`src/rtl/keypad_pkg.sv`:
```
// ============================================================================
//  Module   : keypad_pkg
//  Purpose  : Shared types and helpers for the keypad transmit block: FSM
//             state encoding, key-code constants, row decode and keymap.
//  Revision : 1.0 - initial release
// ============================================================================
`default_nettype none

package keypad_pkg;

  // Controller states, shared so the top and any debug logic agree on encoding
  typedef enum logic [2:0] {
    SCAN  = 3'd0,
    DEB_P = 3'd1,
    PRESS = 3'd2,
    HELD  = 3'd3,
    DEB_R = 3'd4,
    REL   = 3'd5
  } state_t;

  localparam logic [3:0] KEY_A    = 4'd10;
  localparam logic [3:0] KEY_B    = 4'd11;
  localparam logic [3:0] KEY_C    = 4'd12;
  localparam logic [3:0] KEY_D    = 4'd13;
  localparam logic [3:0] KEY_STAR = 4'd14;
  localparam logic [3:0] KEY_HASH = 4'd15;

  // {valid, row_idx}: valid only when exactly one active-low row is asserted
  function automatic logic [2:0] row_decode(input logic [3:0] row);
    logic [2:0] res;
    case (row)
      4'b1110: res = {1'b1, 2'd0};
      4'b1101: res = {1'b1, 2'd1};
      4'b1011: res = {1'b1, 2'd2};
      4'b0111: res = {1'b1, 2'd3};
      default: res = 3'b000;
    endcase
    return res;
  endfunction

  // Physical position to key code
  function automatic logic [3:0] keymap(input logic [1:0] row_idx,
                                        input logic [1:0] col_idx);
    logic [3:0] code;
    case ({row_idx, col_idx})
      4'd0:    code = 4'd1;
      4'd1:    code = 4'd2;
      4'd2:    code = 4'd3;
      4'd3:    code = KEY_A;
      4'd4:    code = 4'd4;
      4'd5:    code = 4'd5;
      4'd6:    code = 4'd6;
      4'd7:    code = KEY_B;
      4'd8:    code = 4'd7;
      4'd9:    code = 4'd8;
      4'd10:   code = 4'd9;
      4'd11:   code = KEY_C;
      4'd12:   code = KEY_STAR;
      4'd13:   code = 4'd0;
      4'd14:   code = KEY_HASH;
      default: code = KEY_D;
    endcase
    return code;
  endfunction

endpackage

`default_nettype wire

```
`src/rtl/keypad_scan.sv`:
```
// ============================================================================
//  Module   : keypad_scan
//  Purpose  : Column driver for the 4x4 matrix. Each column is driven for
//             SCAN_DIV cycles; the sample strobe marks the last cycle of the
//             slot. freeze holds the current column, advance moves to the
//             next column at once and restarts the slot timer.
//  Revision : 1.0 - initial release
// ============================================================================
`default_nettype none

module keypad_scan #(
  parameter int SCAN_DIV = 4
) (
  input  logic       clk,
  input  logic       rst,
  input  logic       freeze,
  input  logic       advance,
  output logic [3:0] col,
  output logic [1:0] col_idx,
  output logic       sample
);

  localparam int DIV_W = (SCAN_DIV > 1) ? $clog2(SCAN_DIV) : 1;

  logic [DIV_W-1:0] div;

  assign sample = (div == DIV_W'(SCAN_DIV - 1));
  assign col    = ~(4'b0001 << col_idx);

  // Slot timer and column index; advance restarts the slot so the next
  // sample sees a full synchroniser delay under the new column
  always_ff @(posedge clk) begin
    if (!rst) begin
      div     <= '0;
      col_idx <= 2'd0;
    end else if (advance) begin
      div     <= '0;
      col_idx <= col_idx + 2'd1;
    end else begin
      div <= sample ? '0 : div + 1'b1;
      if (sample && !freeze) begin
        col_idx <= col_idx + 2'd1;
      end
    end
  end

endmodule

`default_nettype wire

```
`src/rtl/keypad_tx.sv`:
```
// ============================================================================
//  Module   : keypad_tx
//  Purpose  : Keypad transmit end. Scans a 4x4 active-low matrix, debounces
//             press and release of a single key and drives the
//             Keypressed / Keyreleased / charSent handshake.
//  Options  : KEYPAD_AUTOREPEAT_EN - when defined, a held key re-issues
//             Keypressed after REPEAT_DELAY cycles, then every REPEAT_RATE.
//  Revision : 1.0 - initial release
// ============================================================================
`default_nettype none

module keypad_tx
  import keypad_pkg::*;
#(
  parameter int SCAN_DIV     = 4,
  parameter int DEBOUNCE     = 4,
  parameter int REPEAT_DELAY = 256,
  parameter int REPEAT_RATE  = 64
) (
  input  logic       clk,
  input  logic       rst,
  input  logic [3:0] row,
  output logic [3:0] col,
  output logic       Keypressed,
  output logic       Keyreleased,
  output logic [3:0] charSent,
  output logic       key_held
);

  localparam int CNT_W = $clog2(DEBOUNCE + 1);

  // The synchroniser needs two cycles of the slot, the counter needs DEBOUNCE>=2
  if (SCAN_DIV < 3 || DEBOUNCE < 2 || REPEAT_DELAY < 1 || REPEAT_RATE < 1) begin : g_bad_cfg
    $error("keypad_tx: unsupported parameter set");
  end

  state_t           state, next_state;
  logic [3:0]       row_meta, row_sync;
  logic [CNT_W-1:0] cnt, cnt_next;
  logic [1:0]       row_lat, row_lat_next;
  logic             load_char;
  logic             freeze, advance, sample;
  logic [1:0]       col_idx;
  logic [2:0]       decoded;
  logic             samp_valid;
  logic [1:0]       samp_row;
  logic             same_key;
  logic             rpt_fire;

  keypad_scan #(
    .SCAN_DIV (SCAN_DIV)
  ) u_scan (
    .clk     (clk),
    .rst     (rst),
    .freeze  (freeze),
    .advance (advance),
    .col     (col),
    .col_idx (col_idx),
    .sample  (sample)
  );

  // Two-flop synchroniser; idle value is "all rows released"
  always_ff @(posedge clk) begin
    if (!rst) begin
      row_meta <= 4'hF;
      row_sync <= 4'hF;
    end else begin
      row_meta <= row;
      row_sync <= row_meta;
    end
  end

  assign decoded    = row_decode(row_sync);
  assign samp_valid = decoded[2];
  assign samp_row   = decoded[1:0];
  assign same_key   = samp_valid && (samp_row == row_lat);

`ifdef KEYPAD_AUTOREPEAT_EN
  localparam int RPT_MAX = (REPEAT_DELAY > REPEAT_RATE) ? REPEAT_DELAY : REPEAT_RATE;
  localparam int RPT_W   = $clog2(RPT_MAX + 1);

  logic [RPT_W-1:0] rpt_cnt;
  logic             rpt_first;

  assign rpt_fire = (state == HELD) &&
                    (rpt_first ? (rpt_cnt == RPT_W'(REPEAT_DELAY - 1))
                               : (rpt_cnt == RPT_W'(REPEAT_RATE - 1)));

  // Repeat timer: restarts on a fresh press, runs in HELD, frozen in DEB_R
  always_ff @(posedge clk) begin
    if (!rst) begin
      rpt_cnt   <= '0;
      rpt_first <= 1'b1;
    end else if (state == PRESS) begin
      rpt_cnt   <= '0;
      rpt_first <= 1'b1;
    end else if (state == HELD) begin
      if (rpt_fire) begin
        rpt_cnt   <= '0;
        rpt_first <= 1'b0;
      end else begin
        rpt_cnt <= rpt_cnt + 1'b1;
      end
    end
  end
`else
  assign rpt_fire = 1'b0;
`endif

  // State, debounce counter, latched row and reported key code
  always_ff @(posedge clk) begin
    if (!rst) begin
      state    <= SCAN;
      cnt      <= '0;
      row_lat  <= 2'd0;
      charSent <= 4'd0;
    end else begin
      state   <= next_state;
      cnt     <= cnt_next;
      row_lat <= row_lat_next;
      if (load_char) begin
        charSent <= keymap(row_lat, col_idx);
      end
    end
  end

  // Next-state and handshake outputs
  always_comb begin
    next_state   = state;
    cnt_next     = cnt;
    row_lat_next = row_lat;
    load_char    = 1'b0;
    freeze       = 1'b1;
    advance      = 1'b0;
    Keypressed   = 1'b0;
    Keyreleased  = 1'b0;
    key_held     = 1'b0;
    case (state)
      SCAN: begin
        freeze = 1'b0;
        if (sample && samp_valid) begin
          freeze       = 1'b1;
          row_lat_next = samp_row;
          cnt_next     = CNT_W'(1);
          next_state   = DEB_P;
        end
      end
      DEB_P: begin
        if (sample) begin
          if (same_key) begin
            if (cnt == CNT_W'(DEBOUNCE - 1)) begin
              load_char  = 1'b1;
              next_state = PRESS;
            end else begin
              cnt_next = cnt + 1'b1;
            end
          end else begin
            advance    = 1'b1;
            next_state = SCAN;
          end
        end
      end
      PRESS: begin
        Keypressed = 1'b1;
        key_held   = 1'b1;
        next_state = HELD;
      end
      HELD: begin
        key_held   = 1'b1;
        Keypressed = rpt_fire;
        if (sample && !same_key) begin
          cnt_next   = CNT_W'(1);
          next_state = DEB_R;
        end
      end
      DEB_R: begin
        key_held = 1'b1;
        if (sample) begin
          if (same_key) begin
            next_state = HELD;
          end else if (cnt == CNT_W'(DEBOUNCE - 1)) begin
            next_state = REL;
          end else begin
            cnt_next = cnt + 1'b1;
          end
        end
      end
      REL: begin
        Keyreleased = 1'b1;
        key_held    = 1'b1;
        advance     = 1'b1;
        next_state  = SCAN;
      end
      default: next_state = SCAN;
    endcase
  end

endmodule

`default_nettype wire

```
`config.mk`:
```
export PLATFORM = sky130hd
export DESIGN_NAME = keypad_tx
export DESIGN_NICKNAME = d
export VERILOG_FILES = /design/src/rtl/keypad_pkg.sv /design/src/rtl/keypad_scan.sv /design/src/rtl/keypad_tx.sv
export SDC_FILE = /design/constraint.sdc
export NUM_CORES = 1
export LEC_CHECK = 0
export CORE_MARGIN = 4
export CORE_UTILIZATION = 35
export DETAILED_ROUTE_END_ITERATION = 16
export GPL_TIMING_DRIVEN = 0
export PLACE_DENSITY = 0.67
export SLEW_MARGIN = 20
export SYNTH_ARGS = -nofsm -noshare
export SYNTH_HDL_FRONTEND = slang
export SYNTH_SLANG_ARGS = --single-unit
```
`constraint.sdc`:
```
create_clock -name clk -period 4.2 [get_ports clk]
set_input_delay 0.42 -clock clk [delete_from_list [all_inputs] [get_ports clk]]
set_output_delay 0.42 -clock clk [all_outputs]
set_load 0.01 [all_outputs]
```
==> qor.txt, run 1 <==
Status = finished clean
Pleak = 0.674 nW
Vias per cell = 5.00
Die H = 70.6 um
Row count = 22
RSZ-0062 raised after global routing = false
Vias in the first global route = 1100
R2R Setup Slk = 2.12 ns
Detailed Place HPWL = 2040 um
Clock Pin Slew Worst Setup and Hold Paths = 0.08 ns
Hold Path Class = reg -> reg
Crit-path max cell delay = 0.59 ns
CTS Hold Bufs = 0
P&R area growth vs syn = 21.3%
Clock Skew = 0.00315 ns
Post-CTS sizing = 0
Via count = 1111
Die W = 70.6 um
TritonRoute pass-1 iters = 4
Max clock buf depth = 2
Max-slew violation count = 0
Filler Cells Inserted = 384
Synthesized Nets = 169
Max-cap check violation count = 0
Layout Nets = 190
Global route overflow = 0
Most common cell in the netlist = dfxtp_1
Startpoint types = flip-flop
Htree depth = 1
Cell Pwr Density = 291 nW/um^2
Placed insts = 218
Initial antenna violation count = 0
Wire length per cell = 11.8 um
DRC = 0
Synth warn = 0
First-pass GRT wire length = 4750 um
Starting Density = 36.9%
Peak supply drop = 0.000160 V
Crit Path Max Fanout = 10
Top_reg_cell synth = dfxtp_1
CP endpoint kind = output port
Die area = 4980 sq um
Fmax = 423 MHz
Crit path cell chain = clkbuf_1 -> nor3b_1 -> clkdlybuf4s50_1
Crit path kind = reg -> out
CP max-delay cell = clkdlybuf4s50_1
Final Wtd Congestion = 0.900
Tcrit/Tclk final = 56.2%
R2R Path End = state[2]
Worst reg2reg path depth = 7
Worst endpoint required time = 3.78 ns
Detail Route Antenna Nets = 0
Worst r2r src = row_sync[1]
Largest net degree at the start of global routing = 15
Initial DRC count = 74
Setup TNS = 0 ns
Wirelength, routed = 2620 um
Syn Area/Cell = 8.90 sq um
Non-Filler Instances = 222
Core Box Area = 3720 sq um
Ports = 17
Multi-input gate area = 817 sq um
Sequential area share after synthesis = 35.1%
Worst skew pair latency = 0.27 ns
#FFs+latches synth = 24
Final hold violation count = 0
Setup Viol. Count Final = 0
CTS Buf Count = 3
ANT cells = 0
Tot GR Track Use = 11.6%
Post-synth top area share = 35.1%
Total power = 0.000483 W
Slew HR = 64.1%
Fraction of layout cells with a size suffix above 1 = 6.32%
Hold Path Origin = row_meta[1]
Post-CTS Setup Bufs = 0
PortBufs = 16
Fraction of registers with async set/reset = 0%
Worst Hold End = row_sync[1]
Sink Count = 24
Sequential cell area = 480 sq um
Syn Inst Count = 154
CTS tree = yes
Hold Path Cell Cnt = 1
Number of flops mapped to enable cells by yosys = 0
CP arrival = 1.94 ns
Synth top area cells = dfxtp_1 (35%), ha_1 (8.2%), mux2i_1 (7.3%), nand2b_1 (5.0%), nand2_1 (4.1%)
Top cells by count, synth = dfxtp_1 (24), nand2_1 (15), nand2b_1 (11)
Mapped Area = 1370 sq um
Min Clock Period, post-route = 2.36 ns
Library cells used by synthesis = 40
Clock root buffer = clkbuf_8
Dominant cell type by area after synthesis = dfxtp_1
Slew @ Worst Pin = 0.538 ns
==> cell families after synthesis <==
logic type               count (synthesis)  share of synthesized area [%]
XOR/XNOR                                 4                           2.56
AO/OA/AOI/OAI                           25                           14.0
multiplexers                            12                           10.0
AND/OR/NAND/NOR                         62                           24.8
buffers and inverters                   18                           5.30
flip-flops                              24                           35.1
adder cells (fa/ha/maj)                  9                           8.22
==> stage by stage <==
| step | worst slack (ns) | utilization [%] | area, sq um | hold WS (ns) |
|---|---|---|---|---|
| 3_5_place_dp | 2.12 | 42.8 | 1590 | 0.394 |
| 2_1_floorplan | 2.27 | - | 1370 | 0.386 |
| 4_1_cts | 1.84 | 44.7 | 1660 | 0.416 |
| 6_report | 1.84 | 44.7 | 1660 | 0.412 |
| 5_1_grt | 1.70 | 44.7 | 1660 | 0.434 |
| 3_3_place_gp | 2.14 | 42.8 | 1590 | 0.390 |
==> cell type report <==
| class | instances | share of cell area [%] |
|---|---|---|
| multi-input cells | 112 | 49.2 |
| repair buffers | 16 | 9.64 |
| well taps | 48 | 3.61 |
| clock buffers | 3 | 2.48 |
| flip-flops and latches | 24 | 28.9 |
| inverters | 10 | 2.26 |
| plain buffers | 8 | 2.11 |
| clock inverters | 1 | 1.81 |
==> power by group <==
part | switching [W] | internal [W] | total, W
Combinational | 0.0000222 | 0.0000216 | 0.0000439
Sequential | 0.00000399 | 0.000235 | 0.000239
Clock | 0.0000733 | 0.000127 | 0.000201
==> layer usage <==
layer	up-vias	global-route usage, %	share of wire [%]
met5	-	0	0
met4	0	3.34	0.46
met3	4	3.27	4.6
met2	21	19.6	47
met1	509	14.4	48
li1	577	-	-
==> worst max-delay path, delay by kind of cell, from the launching register on <==
kind,cells,cell delay [ns]
buf+inv,2,1.02
simple gates,1,0.31
flops,1,0.34
==> placed cells by master (no fill, tap or decap), types with 2 or more instances in the layout <==
cell type | synthesis | final
dfxtp_1 | 24 | 24
clkdlybuf4s50_1 | 0 | 16
a211o_1 | 2 | 2
nand2b_1 | 11 | 11
nand3_1 | 4 | 4
xnor2_1 | 2 | 2
nor3b_1 | 4 | 4
clkbuf_1 | 6 | 6
a21oi_1 | 5 | 5
nor2_1 | 10 | 10
or3_1 | 2 | 2
a31oi_1 | 2 | 2
clkbuf_8 | 0 | 3
a21o_1 | 2 | 2
a211oi_1 | 4 | 4
nor2b_1 | 2 | 2
o21ai_0 | 4 | 4
nor4_1 | 2 | 2
nand2_1 | 15 | 15
ha_1 | 9 | 9
nand3b_1 | 4 | 4
mux2i_1 | 10 | 10
inv_1 | 10 | 10
xor2_1 | 2 | 2
==> registers in the layout, indices dropped and copies added, names as in the netlist <==
name / flops
row_meta: 4
state: 3
row_lat: 2
charSent: 4
u_scan.div: 2
cnt: 3
row_sync: 4
u_scan.col_idx: 2
==> how the worst max path moves through the flow <==
stage | start | to | slack (ns)
3_5_place_dp | row_sync[1] | state[2] | 2.12
3_3_place_gp | row_sync[1] | state[0] | 2.14
5_1_grt | state[1] | Keypressed | 1.70
2_1_floorplan | row_sync[1] | state[0] | 2.27
4_1_cts | state[1] | Keypressed | 1.84
6_report | state[1] | Keypressed | 1.84
No activity file was read; power rests on OpenSTA's default activity.
==> inputs of run 2 (changes only) <==
PLACE_DENSITY = 0.69   (was 0.67)
clock period = 2.1 ns   (was 4.2 ns; I/O delays follow)
==> qor.txt, run 2 (synthesized netlist as in run 1, its figures left out) <==
CP arrival = 2.23 ns
Most common cell after layout, fill and taps aside = dfxtp_1
Peak supply drop = 0.000390 V
Worst skew pair latency = 0.27 ns
Row count = 22
Slew @ Worst Pin = 0.527 ns
Worst reg2reg path depth = 7
Slew HR = 64.9%
CP endpoint kind = flip-flop
Global route overflow = 0
Max clock buf depth = 2
Fraction of layout cells with a size suffix above 1 = 10.4%
Startpoint types = flip-flop
Most frequent cells in the layout = dfxtp_1 (22), clkdlybuf4s50_1 (16), nand2_1 (15), nand2b_1 (11)
Hold Path Origin = row_meta[1]
Layout Nets = 189
Starting Density = 36.9%
Hold slack final = 0.412 ns
Crit-path max cell delay = 0.40 ns
Top flop regs = charSent (4), row_meta (4), row_sync (4)
Crit Path Max Fanout = 4
Setup Viol. Count Final = 0
Largest net degree at the start of global routing = 15
Crit path kind = reg -> reg
R2R Setup Slk = 0.07 ns
Initial DRC count = 39
ANT cells = 0
Max-slew violation count = 0
Tot GR Track Use = 10.3%
TritonRoute pass-1 iters = 4
Core Box Area = 3720 sq um
R2R Path End = cnt[2]
Final hold violation count = 0
Crit path cell chain = buf_6 -> or3b_4 -> a211oi_4 -> nor4_1 -> or3_1 -> nand2_1 -> mux2i_1
Hold Path Class = reg -> reg
Worst r2r src = row_sync[1]
Detailed Place HPWL = 1820 um
Clock Pin Slew Worst Setup and Hold Paths = 0.09 ns
PortBufs = 16
CTS tree = yes
Final Wtd Congestion = 0.852
Status = finished clean
Fmax = 492 MHz
Sink Count = 24
Vias in the first global route = 927
Filler Cells Inserted = 368
Initial antenna violation count = 0
P&R area growth vs syn = 23.6%
Pleak = 0.682 nW
Cell Pwr Density = 574 nW/um^2
CP max-delay cell = or3_1
Ports = 17
Sequential cell area = 483 sq um
Clock root buffer = clkbuf_8
Detail Route Antenna Nets = 0
Htree depth = 1
Die W = 70.6 um
Setup TNS = 0 ns
CTS Hold Bufs = 0
Wirelength, routed = 2500 um
Min Clock Period, post-route = 2.03 ns
Wire length per cell = 11.3 um
CTS Buf Count = 3
Clock Skew = 0.00457 ns
Worst Hold End = row_sync[1]
Vias per cell = 4.79
Max-cap check violation count = 0
RSZ-0062 raised after global routing = true
Die area = 4980 sq um
Hold Path Cell Cnt = 1
Worst Path Buf+Inv = 1
Die H = 70.6 um
Worst endpoint required time = 2.29 ns
Via count = 1059
Delay-heaviest family, CP = simple AND/OR/NAND/NOR gates
Multi-input gate area = 842 sq um
First-pass GRT wire length = 4220 um
DRC = 0
Total power = 0.000972 W
Tcrit/Tclk final = 96.9%
run 2: cell count changes in the layout (fill, tap and decap cells not counted):
cell      previous run  this run
clkbuf_1             6         4
dfxtp_1             24        22
dfxtp_2              0         2
nor2_1              10         8
a211oi_2             1         0
a211oi_4             0         1
buf_6                0         1
nor2_2               0         1
nor2_4               0         1
nor3b_1              4         3
nor3b_2              0         1
or3b_1               1         0
or3b_4               0         1
run 2: how the worst max path moves through the flow:
stage,start,cells after the start,slack [ns],endpoint
global route,row_sync[1],7,-0.02,state[0]
global placement,row_sync[1],7,0.03,state[0]
detailed placement,row_sync[1],7,0.03,state[0]
CTS,row_sync[1],7,0.01,state[0]
finish,row_sync[1],7,0.07,cnt[2]
floorplan,row_sync[1],7,0.17,state[0]
run 2: final cells by class:
type	instances	share of cell area (%)
multi-input combinational	112	49.7
sequential	24	28.5
timing repair buffer	17	9.90
tap	48	3.55
clock buffer	3	2.44
inverter	10	2.22
buffer	6	1.85
clock inverter	1	1.77
run 2: routing by layer:
metal / part of all wire (%) / track usage, % / up-vias / wire length, um
li1: - / - / 573 / -
met1: 53 / 14.6 / 464 / 1320
met2: 41 / 15.5 / 20 / 1030
met3: 4.9 / 2.98 / 2 / 123
met4: 0.88 / 2.51 / 0 / 22
met5: 0 / 0 / - / 0
run 2: what timing repair did:
| item | in CTS | in global routing |
|---|---|---|
| resized for setup | 2 | 7 |
| buffers inserted | 0 | 1 |
| endpoints found under the setup margin | 2 | 8 |
| pin swaps | 2 | 3 |
run 2: metrics by stage:
stage	worst slack, ns	instance area (sq um)	util (%)	instances
finish	0.0654	1690	45.6	221
global route	-0.0237	1690	45.6	221
CTS	0.0135	1660	44.7	221
detailed placement	0.0278	1590	42.8	218
global placement	0.0334	1590	42.8	218
floorplan	0.175	1370	-	154
run 2: report_power, final:
part / switching [W] / leakage [nW] / internal (W)
registers: 0.0000105 / 0.195 / 0.000470
logic: 0.0000434 / 0.451 / 0.0000459
clock network: 0.000148 / 0.0357 / 0.000255
total: 0.000202 / 0.682 / 0.000770
==> inputs of run 3 (changes only) <==
CORE_UTILIZATION = 45   (was 35)
PLACE_DENSITY = 0.79   (was 0.69)
clock period = 2.5 ns   (was 2.1 ns; I/O delays follow)
==> qor.txt, run 3 (synthesized netlist as in run 1, its figures left out) <==
Crit path kind = reg -> out
TritonRoute pass-1 iters = 4
Htree depth = 1
Pleak = 0.659 nW
Fraction of layout cells with a size suffix above 1 = 6.32%
Max clock buf depth = 2
Slew HR = 65.4%
CP endpoint kind = output port
P_int = 0.000520 W
DRC = 0
Slew @ Worst Pin = 0.519 ns
Setup Viol. Count Final = 0
Sw frac = 24.0%
Crit Path Max Fanout = 10
Multi-input gate area = 817 sq um
Largest net degree at the start of global routing = 14
Row count = 19
Die H = 63.2 um
Ports = 17
Status = finished clean
Vias per cell = 5.59
Final Wtd Congestion = 0.921
First-pass GRT wire length = 4700 um
Switching power = 0.000164 W
CTS Buf Count = 3
Clock root buffer = clkbuf_4
Fmax = 446 MHz
Clock Pin Slew Worst Setup and Hold Paths = 0.13 ns
Most frequent cells in the layout = dfxtp_1 (24), clkdlybuf4s50_1 (16), nand2_1 (15), nand2b_1 (11)
Core Box Area = 2830 sq um
Post-CTS sizing = 0
Sequential cell area = 480 sq um
Initial DRC count = 52
CP arrival = 1.99 ns
Worst skew pair latency = 0.32 ns
Vias in the first global route = 1124
Detail Route Antenna Nets = 0
ANT cells = 0
Initial antenna violation count = 0
Cell Pwr Density = 427 nW/um^2
Via count = 1146
Clock Skew = 0.00721 ns
Tcrit/Tclk final = 89.7%
Detailed Place HPWL = 2140 um
Tot GR Track Use = 14.7%
Post-CTS Setup Bufs = 0
CTS tree = yes
Max-slew violation count = 0
Peak supply drop = 0.000285 V
Top flop regs = charSent (4), row_meta (4), row_sync (4)
Worst endpoint required time = 2.25 ns
Max-cap check violation count = 0
Hold Path Class = reg -> reg
Setup TNS = 0 ns
Die area = 3990 sq um
Most common cell after layout, fill and taps aside = dfxtp_1
Starting Density = 48.4%
RSZ-0062 raised after global routing = false
Layout Nets = 190
CTS Hold Bufs = 0
Min Clock Period, post-route = 2.24 ns
Clock share of power = 30.4%
Wirelength, routed = 2790 um
P&R area growth vs syn = 17.2%
R2R Setup Slk = 0.38 ns
Final Cell Area = 1610 sq um
Final hold violation count = 0
Global route overflow = 0
Startpoint types = flip-flop
Logic gate share of total power = 11.0%
PortBufs = 16
Area post-placement = 1570 sq um
Filler Cells Inserted = 264
Wire length per cell = 13.6 um
Sink Count = 24
Reg power frac = 58.6%
Die W = 63.2 um
[run 3: cell types whose count changed in the layout (fill, tap and decap cells not counted), sizes merged]
cell,before,now
clkbuf,7,10
buf,3,2
bufinv,1,0
[run 3: metal layers]
layer  GRT usage [%]  up-vias  part of all wire [%]
li1                -      582                     -
met1            15.5      528                    44
met2            26.5       34                    49
met3            3.37        2                   5.6
met4            8.36        0                   1.3
met5               0        -                     0
[run 3: path summary, 6_finish.rpt]
| kind | from | end | depth (start not counted) |
|---|---|---|---|
| max | state[1] | Keypressed | 3 |
| min | row_meta[1] | row_sync[1] | 1 |
| max reg2reg | row_sync[1] | state[2] | 7 |
| min reg2reg | row_meta[1] | row_sync[1] | 1 |
[run 3: worst max-delay path, cell delays in order, from the launching register on]
cell,delay [ns]
dfxtp_1,0.36
clkbuf_1,0.40
nor3b_1,0.32
clkdlybuf4s50_1,0.59
[run 3: layout make-up]
type                       instances  area share, %
tap                               31           2.42
sequential                        24           29.9
inverter                          10           2.34
clock buffer                       4           2.26
multi-input combinational        112           50.9
buffer                             8           2.18
timing repair buffer              16           9.98
[run 3: power groups by stage]
| stage | combinational, W | clock, W | sequential, W |
|---|---|---|---|
| floorplan | 0.0000540 | 0 | 0.000408 |
| global placement | 0.0000716 | 0 | 0.000409 |
| detailed placement | 0.0000753 | 0 | 0.000410 |
| CTS | 0.0000755 | 0.000215 | 0.000402 |
| global route | 0.0000845 | 0.000230 | 0.000403 |
| finish | 0.0000756 | 0.000208 | 0.000401 |
[run 3: metrics by stage]
step	hold slack [ns]	total power [W]	worst slack [ns]	std cells	util, %
2_1_floorplan	0.323	0.000462	0.575	154	-
3_3_place_gp	0.389	0.000481	0.457	201	55.5
3_5_place_dp	0.394	0.000485	0.409	201	55.5
4_1_cts	0.425	0.000692	0.221	205	56.7
5_1_grt	0.437	0.000718	0.0973	205	56.7
6_report	0.423	0.000685	0.258	205	56.7
